File: src/rtl/operand_streamer_pkg.sv
// Shared types and defaults for the operand streamer and its FIFOs.
package operand_streamer_pkg;

  localparam int unsigned FifoDepthDefault = 8;

  typedef enum logic [2:0] {
    StIdle,
    StStart,
    StWaitRun,
    StStream,
    StWaitEnd,
    StDone
  } state_e;

endpackage

File: src/rtl/operand_streamer_if.sv
// Operand channels and start/running handshake between streamer and accelerator.
interface operand_streamer_if #(
  parameter int unsigned IO_DATA_WIDTH = 16
) ();

  logic [IO_DATA_WIDTH-1:0] a_input;
  logic [IO_DATA_WIDTH-1:0] b_input;
  logic                     a_valid;
  logic                     b_valid;
  logic                     a_ready;
  logic                     b_ready;
  logic                     start;
  logic                     running;

  modport master (
    output a_input, b_input, a_valid, b_valid, start,
    input  a_ready, b_ready, running
  );

  modport slave (
    input  a_input, b_input, a_valid, b_valid, start,
    output a_ready, b_ready, running
  );

endinterface

File: src/rtl/operand_fifo.sv
// Single-clock FIFO with head-of-queue output (zero when empty) and drop-on-full push.
module operand_fifo
  import operand_streamer_pkg::*;
#(
  parameter int unsigned DATA_WIDTH = 16,
  parameter int unsigned FIFO_DEPTH = FifoDepthDefault
) (
  input  logic                  clk,
  input  logic                  clear,
  input  logic [DATA_WIDTH-1:0] wdata,
  input  logic                  push,
  input  logic                  pop,
  output logic [DATA_WIDTH-1:0] head,
  output logic                  full,
  output logic                  empty,
  output logic                  dropped
);

  localparam int unsigned PtrW = $clog2(FIFO_DEPTH);

  logic [DATA_WIDTH-1:0] mem_q [FIFO_DEPTH];
  logic [PtrW-1:0]       wr_ptr_q, rd_ptr_q;
  logic [PtrW:0]         count_q;
  logic                  wr_en, rd_en;

  // Fullness is judged on the registered count, so a pop in the same cycle never rescues a push.
  assign full    = (count_q == (PtrW+1)'(FIFO_DEPTH));
  assign empty   = (count_q == '0);
  assign wr_en   = push && !full;
  assign rd_en   = pop && !empty;
  assign dropped = push && full;
  assign head    = empty ? '0 : mem_q[rd_ptr_q];

  always_ff @(posedge clk) begin
    if (wr_en) mem_q[wr_ptr_q] <= wdata;
  end

  always_ff @(posedge clk) begin
    if (clear) begin
      wr_ptr_q <= '0;
      rd_ptr_q <= '0;
      count_q  <= '0;
    end else begin
      if (wr_en) wr_ptr_q <= wr_ptr_q + 1'b1;
      if (rd_en) rd_ptr_q <= rd_ptr_q + 1'b1;
      unique case ({wr_en, rd_en})
        2'b10:   count_q <= count_q + 1'b1;
        2'b01:   count_q <= count_q - 1'b1;
        default: count_q <= count_q;
      endcase
    end
  end

endmodule

File: src/rtl/operand_streamer.sv
// Buffers host operands and streams a configured number of words per channel to an accelerator.
module operand_streamer
  import operand_streamer_pkg::*;
#(
  parameter int unsigned IO_DATA_WIDTH = 16,
  parameter int unsigned FIFO_DEPTH    = FifoDepthDefault,
  parameter int unsigned COUNT_WIDTH   = 32
) (
  input  logic                     clk,
  input  logic                     rst_in,
  input  logic [IO_DATA_WIDTH-1:0] host_a_data,
  input  logic [IO_DATA_WIDTH-1:0] host_b_data,
  input  logic                     host_a_push,
  input  logic                     host_b_push,
  output logic                     host_a_full,
  output logic                     host_b_full,
  output logic                     overflow,
  input  logic [COUNT_WIDTH-1:0]   cfg_a_count,
  input  logic [COUNT_WIDTH-1:0]   cfg_b_count,
  input  logic                     go,
  output logic                     busy,
  output logic                     done,
  operand_streamer_if.master       acc
);

  state_e                   state_q, state_d;
  logic [COUNT_WIDTH-1:0]   a_rem_q, b_rem_q;
  logic                     overflow_q;
  logic [IO_DATA_WIDTH-1:0] a_head, b_head;
  logic                     a_empty, b_empty, a_drop, b_drop;
  logic                     a_valid, b_valid, a_xfer, b_xfer;
  logic                     start_s, done_s;

  operand_fifo #(.DATA_WIDTH(IO_DATA_WIDTH), .FIFO_DEPTH(FIFO_DEPTH)) u_fifo_a (
    .clk     (clk),
    .clear   (rst_in),
    .wdata   (host_a_data),
    .push    (host_a_push),
    .pop     (a_xfer),
    .head    (a_head),
    .full    (host_a_full),
    .empty   (a_empty),
    .dropped (a_drop)
  );

  operand_fifo #(.DATA_WIDTH(IO_DATA_WIDTH), .FIFO_DEPTH(FIFO_DEPTH)) u_fifo_b (
    .clk     (clk),
    .clear   (rst_in),
    .wdata   (host_b_data),
    .push    (host_b_push),
    .pop     (b_xfer),
    .head    (b_head),
    .full    (host_b_full),
    .empty   (b_empty),
    .dropped (b_drop)
  );

  // Valid derives only from registered state, so it cannot depend on ready.
  assign a_valid = (state_q == StStream) && !a_empty && (a_rem_q != '0);
  assign b_valid = (state_q == StStream) && !b_empty && (b_rem_q != '0);
  assign a_xfer  = a_valid && acc.a_ready;
  assign b_xfer  = b_valid && acc.b_ready;

  assign acc.a_valid = a_valid;
  assign acc.b_valid = b_valid;
  assign acc.a_input = a_head;
  assign acc.b_input = b_head;
  assign acc.start   = start_s;
  assign busy        = (state_q != StIdle);
  assign done        = done_s;
  assign overflow    = overflow_q;

  always_comb begin
    state_d = state_q;
    start_s = 1'b0;
    done_s  = 1'b0;
    unique case (state_q)
      StIdle:    if (go) state_d = StStart;
      StStart: begin
        start_s = 1'b1;
        state_d = StWaitRun;
      end
      StWaitRun: if (acc.running) state_d = StStream;
      StStream:  if ((a_rem_q == '0) && (b_rem_q == '0)) state_d = StWaitEnd;
      StWaitEnd: if (!acc.running) state_d = StDone;
      StDone: begin
        done_s  = 1'b1;
        state_d = StIdle;
      end
      default:   state_d = StIdle;
    endcase
  end

  always_ff @(posedge clk) begin
    if (rst_in) begin
      state_q    <= StIdle;
      a_rem_q    <= '0;
      b_rem_q    <= '0;
      overflow_q <= 1'b0;
    end else begin
      state_q    <= state_d;
      overflow_q <= overflow_q | a_drop | b_drop;
      if ((state_q == StIdle) && go) begin
        a_rem_q <= cfg_a_count;
        b_rem_q <= cfg_b_count;
      end else begin
        if (a_xfer) a_rem_q <= a_rem_q - 1'b1;
        if (b_xfer) b_rem_q <= b_rem_q - 1'b1;
      end
    end
  end

endmodule

File: src/flat_wrapper.sv
// flat-port wrapper written by rule: the top's interface ports become plain ports
module operand_streamer_flat import operand_streamer_pkg::*;
#(
  parameter int unsigned IO_DATA_WIDTH = 16,
  parameter int unsigned FIFO_DEPTH    = FifoDepthDefault,
  parameter int unsigned COUNT_WIDTH   = 32
)
  (clk, rst_in, host_a_data, host_b_data, host_a_push, host_b_push, host_a_full, host_b_full, overflow, cfg_a_count, cfg_b_count, go, busy, done, acc_a_input, acc_b_input, acc_a_valid, acc_b_valid, acc_start, acc_a_ready, acc_b_ready, acc_running);
  operand_streamer_if #(.IO_DATA_WIDTH(IO_DATA_WIDTH)) acc_i ();
  input  logic clk;
  input  logic rst_in;
  input  logic [IO_DATA_WIDTH-1:0] host_a_data;
  input  logic [IO_DATA_WIDTH-1:0] host_b_data;
  input  logic host_a_push;
  input  logic host_b_push;
  output logic host_a_full;
  output logic host_b_full;
  output logic overflow;
  input  logic [COUNT_WIDTH-1:0] cfg_a_count;
  input  logic [COUNT_WIDTH-1:0] cfg_b_count;
  input  logic go;
  output logic busy;
  output logic done;
  output wire logic [$bits(acc_i.a_input)-1:0] acc_a_input;
  output wire logic [$bits(acc_i.b_input)-1:0] acc_b_input;
  output wire logic [$bits(acc_i.a_valid)-1:0] acc_a_valid;
  output wire logic [$bits(acc_i.b_valid)-1:0] acc_b_valid;
  output wire logic [$bits(acc_i.start)-1:0] acc_start;
  input wire logic [$bits(acc_i.a_ready)-1:0] acc_a_ready;
  input wire logic [$bits(acc_i.b_ready)-1:0] acc_b_ready;
  input wire logic [$bits(acc_i.running)-1:0] acc_running;
  assign acc_a_input = acc_i.a_input;
  assign acc_b_input = acc_i.b_input;
  assign acc_a_valid = acc_i.a_valid;
  assign acc_b_valid = acc_i.b_valid;
  assign acc_start = acc_i.start;
  assign acc_i.a_ready = acc_a_ready;
  assign acc_i.b_ready = acc_b_ready;
  assign acc_i.running = acc_running;
  operand_streamer #(.IO_DATA_WIDTH(IO_DATA_WIDTH), .FIFO_DEPTH(FIFO_DEPTH), .COUNT_WIDTH(COUNT_WIDTH)) u_core (.clk(clk), .rst_in(rst_in), .host_a_data(host_a_data), .host_b_data(host_b_data), .host_a_push(host_a_push), .host_b_push(host_b_push), .host_a_full(host_a_full), .host_b_full(host_b_full), .overflow(overflow), .cfg_a_count(cfg_a_count), .cfg_b_count(cfg_b_count), .go(go), .busy(busy), .done(done), .acc(acc_i));
endmodule
File: config.mk
export PLATFORM = sky130hd
export DESIGN_NAME = operand_streamer_flat
export DESIGN_NICKNAME = d
export VERILOG_FILES = /design/src/rtl/operand_streamer_pkg.sv /design/src/rtl/operand_streamer_if.sv /design/src/rtl/operand_fifo.sv /design/src/rtl/operand_streamer.sv /design/src/flat_wrapper.sv
export SDC_FILE = /design/constraint.sdc
export NUM_CORES = 1
export LEC_CHECK = 0
export CORE_MARGIN = 2
export CORE_UTILIZATION = 45
export DETAILED_ROUTE_END_ITERATION = 12
export PLACE_DENSITY = 0.73
export SLEW_MARGIN = 25
export SYNTH_ARGS = -nofsm -noshare
export SYNTH_HDL_FRONTEND = slang
export SYNTH_SLANG_ARGS = --single-unit
File: constraint.sdc
create_clock -name clk -period 4.3 [get_ports clk]
set_input_delay 0.86 -clock clk [delete_from_list [all_inputs] [get_ports clk]]
set_output_delay 0.86 -clock clk [all_outputs]
set_load 0.02 [all_outputs]
-- After elaboration in Yosys (flattened, before gate mapping)
Memories as Yosys holds them, arrays and structs flattened. A register that Yosys moved wholly into a read port is not among the register bits.
Cells that the tools add are included.
- bits of input ports: 104
- output and inout bits: 40
- bits in writable memories: 256
- flip-flop bits (word level): 88
- memories kept: 2
- equal/unequal tests: 15
- reductions and logical operators: 31
- bitwise operators: 2
- $add $sub $neg: 10
- multiplexer cells: 23
- memory list (name ; words ; width ; read ports ; clocked after memory_dff ; write ports ; line ; RTL):
    u_core.u_fifo_a.mem_q ; 8 ; 16 ; 1 ; 1 ; 1 ; operand_fifo.sv:21 ; logic [DATA_WIDTH-1:0] mem_q [FIFO_DEPTH];
    u_core.u_fifo_b.mem_q ; 8 ; 16 ; 1 ; 1 ; 1 ; operand_fifo.sv:21 ;
- operators by type and width (operator ; count):
    2-to-1 mux 32 bit ; 4
    logical NOT 32 bit ; 2
    nonzero test 32 bit ; 2
    subtractor 32 x 1 -> 32 bit, second input constant ; 2
    2-to-1 mux 16 bit ; 2
    2-to-1 mux 3 bit ; 8
    case mux 4 bit (2 select lines) ; 2
    case mux 3 bit (5 select lines) ; 1
    logical AND 1 bit ; 14
    adder 3 x 1 -> 3 bit, second input constant ; 4
    adder 4 x 1 -> 4 bit, second input constant ; 2
    equality test 4 bit, second input constant ; 2
    logical NOT 4 bit ; 2
    inequality test 2 bit, second input constant ; 4
    nonzero test 2 bit ; 4
    subtractor 4 x 1 -> 4 bit, second input constant ; 2
    equality test 3 x 2 -> 1 bit, second input constant ; 2
    equality test 3 bit, second input constant ; 2
    2-to-1 mux 1 bit ; 6
    equality test 2 x 1 -> 1 bit, second input constant ; 2
    equality test 2 bit, second input constant ; 2
    logical NOT 1 bit ; 4
    AND reduction 4 bit ; 1
    equality test 3 x 1 -> 1 bit, second input constant ; 1
    3 further kinds ; 4

-- Longest topological paths before layout
- depth after elaboration: 8
- gate-level depth with buffers: 17
- mapped depth without buffers: 13

-- Hierarchy
Synthesis repeated with hierarchy kept, for this count alone.
- cell total of the unflattened synthesis: 1063
- area, all modules: 15314.7 um^2
- by module, submodules not included (module ; instances ; cells each ; area each (um^2)):
    operand_fifo ; 2 ; 277 ; 5564.1
    operand_streamer ; 1 ; 509 ; 4186.5

-- Worst setup path after synthesis
Ideal clock, no wire load.
- path type: input-to-reg
- from: input host_a_push
- to: memory u_core.u_fifo_a.mem_q[2][0], enable pin
- path buffers: 0
- path slack: 0.732 ns
- arrival time: 3.132 ns
- required time: 3.864 ns
- cell stages on the path: 3
- path through: nor2b_1 inv_1 nor4b_1
- longest elaborated chain between the ends: 3
- RTL lines (item ; line ; RTL):
    start, declared ; flat_wrapper.sv:14 ; input logic host_a_push;
    logical AND 1 bit ; operand_fifo.sv:29 ; assign wr_en = push && !full;
    2-to-1 mux 1 bit ; operand_fifo.sv:35 ; if (wr_en) mem_q[wr_ptr_q] <= wdata;
    2-to-1 mux 1 bit (not written as such) ; operand_fifo.sv:35 ;
    end, declared ; operand_fifo.sv:21 ;
No other way between the ends.

-- Worst setup path in the final report
- from: register u_core.a_rem_q[0]
- to: output acc_a_valid
- longest elaborated chain between the ends: 2
- RTL lines (item ; line ; RTL):
    start, declared ; operand_streamer.sv:27 ; logic [COUNT_WIDTH-1:0] a_rem_q, b_rem_q;
    start signal, assigned ; operand_streamer.sv:104 ; a_rem_q <= cfg_a_count;
    start signal, assigned ; operand_streamer.sv:107 ; if (a_xfer) a_rem_q <= a_rem_q - 1'b1;
    nonzero test 32 bit ; operand_streamer.sv:59 ; assign a_valid = (state_q == StStream) && !a_empty && (a_rem_q != '0);
    logical AND 1 bit ; operand_streamer.sv:59 ;
    end, declared ; flat_wrapper.sv:26 ; output wire logic [$bits(acc_i.a_valid)-1:0] acc_a_valid;
No other way between the ends.

==> flow_metrics.env <==
export IMPL_run_status="completed"
export IMPL_setup_viol_count_final=0
export IMPL_clk_pin_slew_ns=0.06
export IMPL_syn_nets=1222
export IMPL_insertion_delay_ns=0.51
export IMPL_post_route_period_util_pct=90.2
export IMPL_dieArea_mm2=0.0353
export IMPL_fin_nets=1361
export IMPL_grt_pass1_wl_um=53500
export IMPL_htree_levels=2
export IMPL_tightest_slew_ns=0.945
export IMPL_drive_above_1_share_pct=14.7
export IMPL_synth_seq_cells=350
export IMPL_coreArea_mm2=0.0334
export IMPL_arrival_ns=3.02
export IMPL_first_iter_violations=894
export IMPL_skew_ns=0.0166
export IMPL_antenna_found_initial=0
export IMPL_clockBufferDepth=3
export IMPL_row_count=67
export IMPL_clock_sinks=350
export IMPL_synth_largest_area_cell="edfxtp_1"
export IMPL_crit_path_end_kind="output pin"
export IMPL_crit_path_max_incr_delay_ns=0.57
export IMPL_post_dp_hpwl_um=20800
export IMPL_wl_um=33400
export IMPL_root_buffer="clkbuf_16"
export IMPL_ys_async_sr_fraction_pct=0
export IMPL_synth_commonest_cells="256 x edfxtp_1, 129 x nor2_1, 94 x dfxtp_1"
export IMPL_ant_nets=0
export IMPL_startpoint_type="flip-flop"
export IMPL_gr_total_overflow=0
export IMPL_power_mw=7.95
export IMPL_yosysMostFrequentCell="edfxtp_1"
export IMPL_required_ns=3.44
export IMPL_synthAdderAreaFrac_pct=0.987
export IMPL_synth_area_leaders="edfxtp_1 51%, dfxtp_1 12%, mux4_2 9.5%"
export IMPL_syn_to_final_growth_pct=21.3
export IMPL_ys_seq_area_share_pct=62.9
export IMPL_diodes=0
export IMPL_worstPathCellList="inv_1, ha_1, or3b_2, nor4_1, nand3_1, and3_1, clkdlybuf4s50_1"
export IMPL_syn_area_per_cell_um2=13.7
export IMPL_synth_cell_types=61
export IMPL_io_pins=144
export IMPL_p_per_area_mw_per_mm2=431
export IMPL_yosysTopAreaCellShare_pct=50.6
export IMPL_synthMuxAreaShare_pct=11.8
export IMPL_drv_slew=0
export IMPL_drt_vias_per_instance=5.79
export IMPL_drt_pass1_iter_count=5
export IMPL_netlist_instances=1106
export IMPL_cp_max_fo=10
export IMPL_cts_made_buffers=38
export IMPL_slew_headroom_pct=37.0
export IMPL_route_detailed_drc=0
export IMPL_postCtsSetupBuffers=0
export IMPL_die_h_um=188
export IMPL_hp_class="reg2reg"
export IMPL_ir_worst_vdd_uv=478
export IMPL_grt_setup_unrepaired="no"
export IMPL_synth_compound_area_share_pct=7.68
export IMPL_die_width_um=188
export IMPL_p_leak_nw=5.88
export IMPL_fill_cells=2705
export IMPL_first_global_vias=10037
export IMPL_syn_cell_area_mm2=0.0152
export IMPL_yosys_area_share_simple_pct=13.6
export IMPL_vias=9950
export IMPL_place_port_buffers=143
export IMPL_place_congestion=0.856
export IMPL_path_delay_family="simple AND/OR/NAND/NOR gates"
export IMPL_synth_top_family_by_area="simple AND/OR/NAND/NOR gates"
export IMPL_grt_usage_pct=18.9
export IMPL_layout_min_cycle_time_ns=3.88
export IMPL_max_cap_violations=0
export IMPL_start_util_pct=45.6
export IMPL_synth_edf_count=256
export IMPL_synth_warnings=0
export IMPL_cts_resized=0
export IMPL_fmax_mhz=258
export IMPL_path_class="reg2out"
export IMPL_cp_num_buf_inv=2
export IMPL_fin_tns_setup_ns=0
export IMPL_hold_violations=0
export IMPL_synth_xor_area_share_pct=0.691
export IMPL_critPathSlowestCell="or3b_2"
export IMPL_ys_flop_type="edfxtp_1"
export IMPL_cts_hold_fix_buffers=0
export IMPL_grt_start_max_net_pins=95
export IMPL_wl_per_cell_um=19.4
export IMPL_cts_tree="built"
## sequential cells by signal, indices dropped and copies added (netlist names), 3 cells and up, named ones only
name                      cells
u_core.u_fifo_a.mem_q       128
u_core.u_fifo_b.mem_q       128
u_core.a_rem_q               32
u_core.b_rem_q               32
u_core.u_fifo_a.count_q       4
u_core.u_fifo_b.count_q       4
u_core.state_q                3
u_core.u_fifo_a.rd_ptr_q      3
u_core.u_fifo_a.wr_ptr_q      3
u_core.u_fifo_b.rd_ptr_q      3
u_core.u_fifo_b.wr_ptr_q      3
## tightest hold or removal path, cell delays in order, from the launching register on
cell     delay (ns)
dfxtp_1        0.31
nand2_1        0.05
a21oi_1        0.07
## power breakdown
group	switching (mW)	internal (mW)	total (mW)
sequential	0.109	3.76	3.87
clock	1.25	1.88	3.13
combinational	0.538	0.411	0.949
total	1.89	6.05	7.95
## through the flow
step / instances / hold WS (ns) / util (%) / instance area (um^2) / setup slack, ns
floorplan: 1106 / 0.453 / - / 15200 / 0.732
global placement: 1653 / 0.466 / 51.7 / 17200 / 0.861
detailed placement: 1653 / 0.477 / 51.7 / 17200 / 0.813
CTS: 1718 / 0.484 / 55.3 / 18400 / 0.426
global route: 1718 / 0.517 / 55.3 / 18400 / 0.270
finish: 1718 / 0.483 / 55.3 / 18400 / 0.422
## layout make-up
class	instances	area, um^2	area share (%)
Tap cell	448	561	3.04
Clock buffer	54	1090	5.90
Sequential cell	350	9570	51.9
Inverter	12	45.0	0.244
Multi-Input combinational cell	667	5380	29.2
Timing Repair Buffer	176	1690	9.14
Clock inverter	11	115	0.624
## path summary, 6_finish.rpt
check / startpoint / end / slack, ns / cells past startpoint
worst max-delay path: u_core.a_rem_q[0] / acc_a_valid / 0.42 / 7
worst min-delay path: u_core.u_fifo_b.rd_ptr_q[1] / u_core.u_fifo_b.rd_ptr_q[1] / 0.48 / 2
worst max register to register: u_core.b_rem_q[20] / u_core.u_fifo_b.count_q[2] / 0.95 / 11
worst min register to register: u_core.u_fifo_b.rd_ptr_q[1] / u_core.u_fifo_b.rd_ptr_q[1] / 0.48 / 2
## routing by layer
| layer | global-route usage (%) | vias to the layer above | wire, um |
|---|---|---|---|
| li1 | - | 4679 | - |
| met1 | 25.3 | 4946 | 14600 |
| met2 | 31.6 | 262 | 16200 |
| met3 | 2.94 | 63 | 1570 |
| met4 | 6.24 | 0 | 936 |
| met5 | 0 | - | 0 |
## layout by cell type (no fill, tap or decap), drive strengths merged, types with 8 or more instances in the layout
cell           synthesis  final
a21oi                 21     21
a311oi                43     43
a31oi                  9      9
buf                   22     34
clkbuf                55     54
clkdlybuf4s50          0    142
dfxtp                 94     94
edfxtp               256    256
ha                    12     12
inv                   12     14
mux2i                 35     35
mux4                  64     64
nand2                 46     46
nand3                 16     16
nor2                 129    129
nor3                  24     24
nor4                  30     30
o21ai                 23     23
o31ai                 21     21
or2                   11     11
or3                   38     38
or4                   34     34
xor2                   8      8
## logic make-up (layout without fill, tap and decap cells)
| logic type | after synthesis | count (layout) |
|---|---|---|
| flops | 350 | 350 |
| mux | 99 | 99 |
| buf+inv | 89 | 253 |
| simple gates | 387 | 387 |
| compound gates | 157 | 157 |
| xor+xnor | 12 | 12 |
| fa+ha+maj | 12 | 12 |
Note: power is estimated with default switching activity, not from simulation.
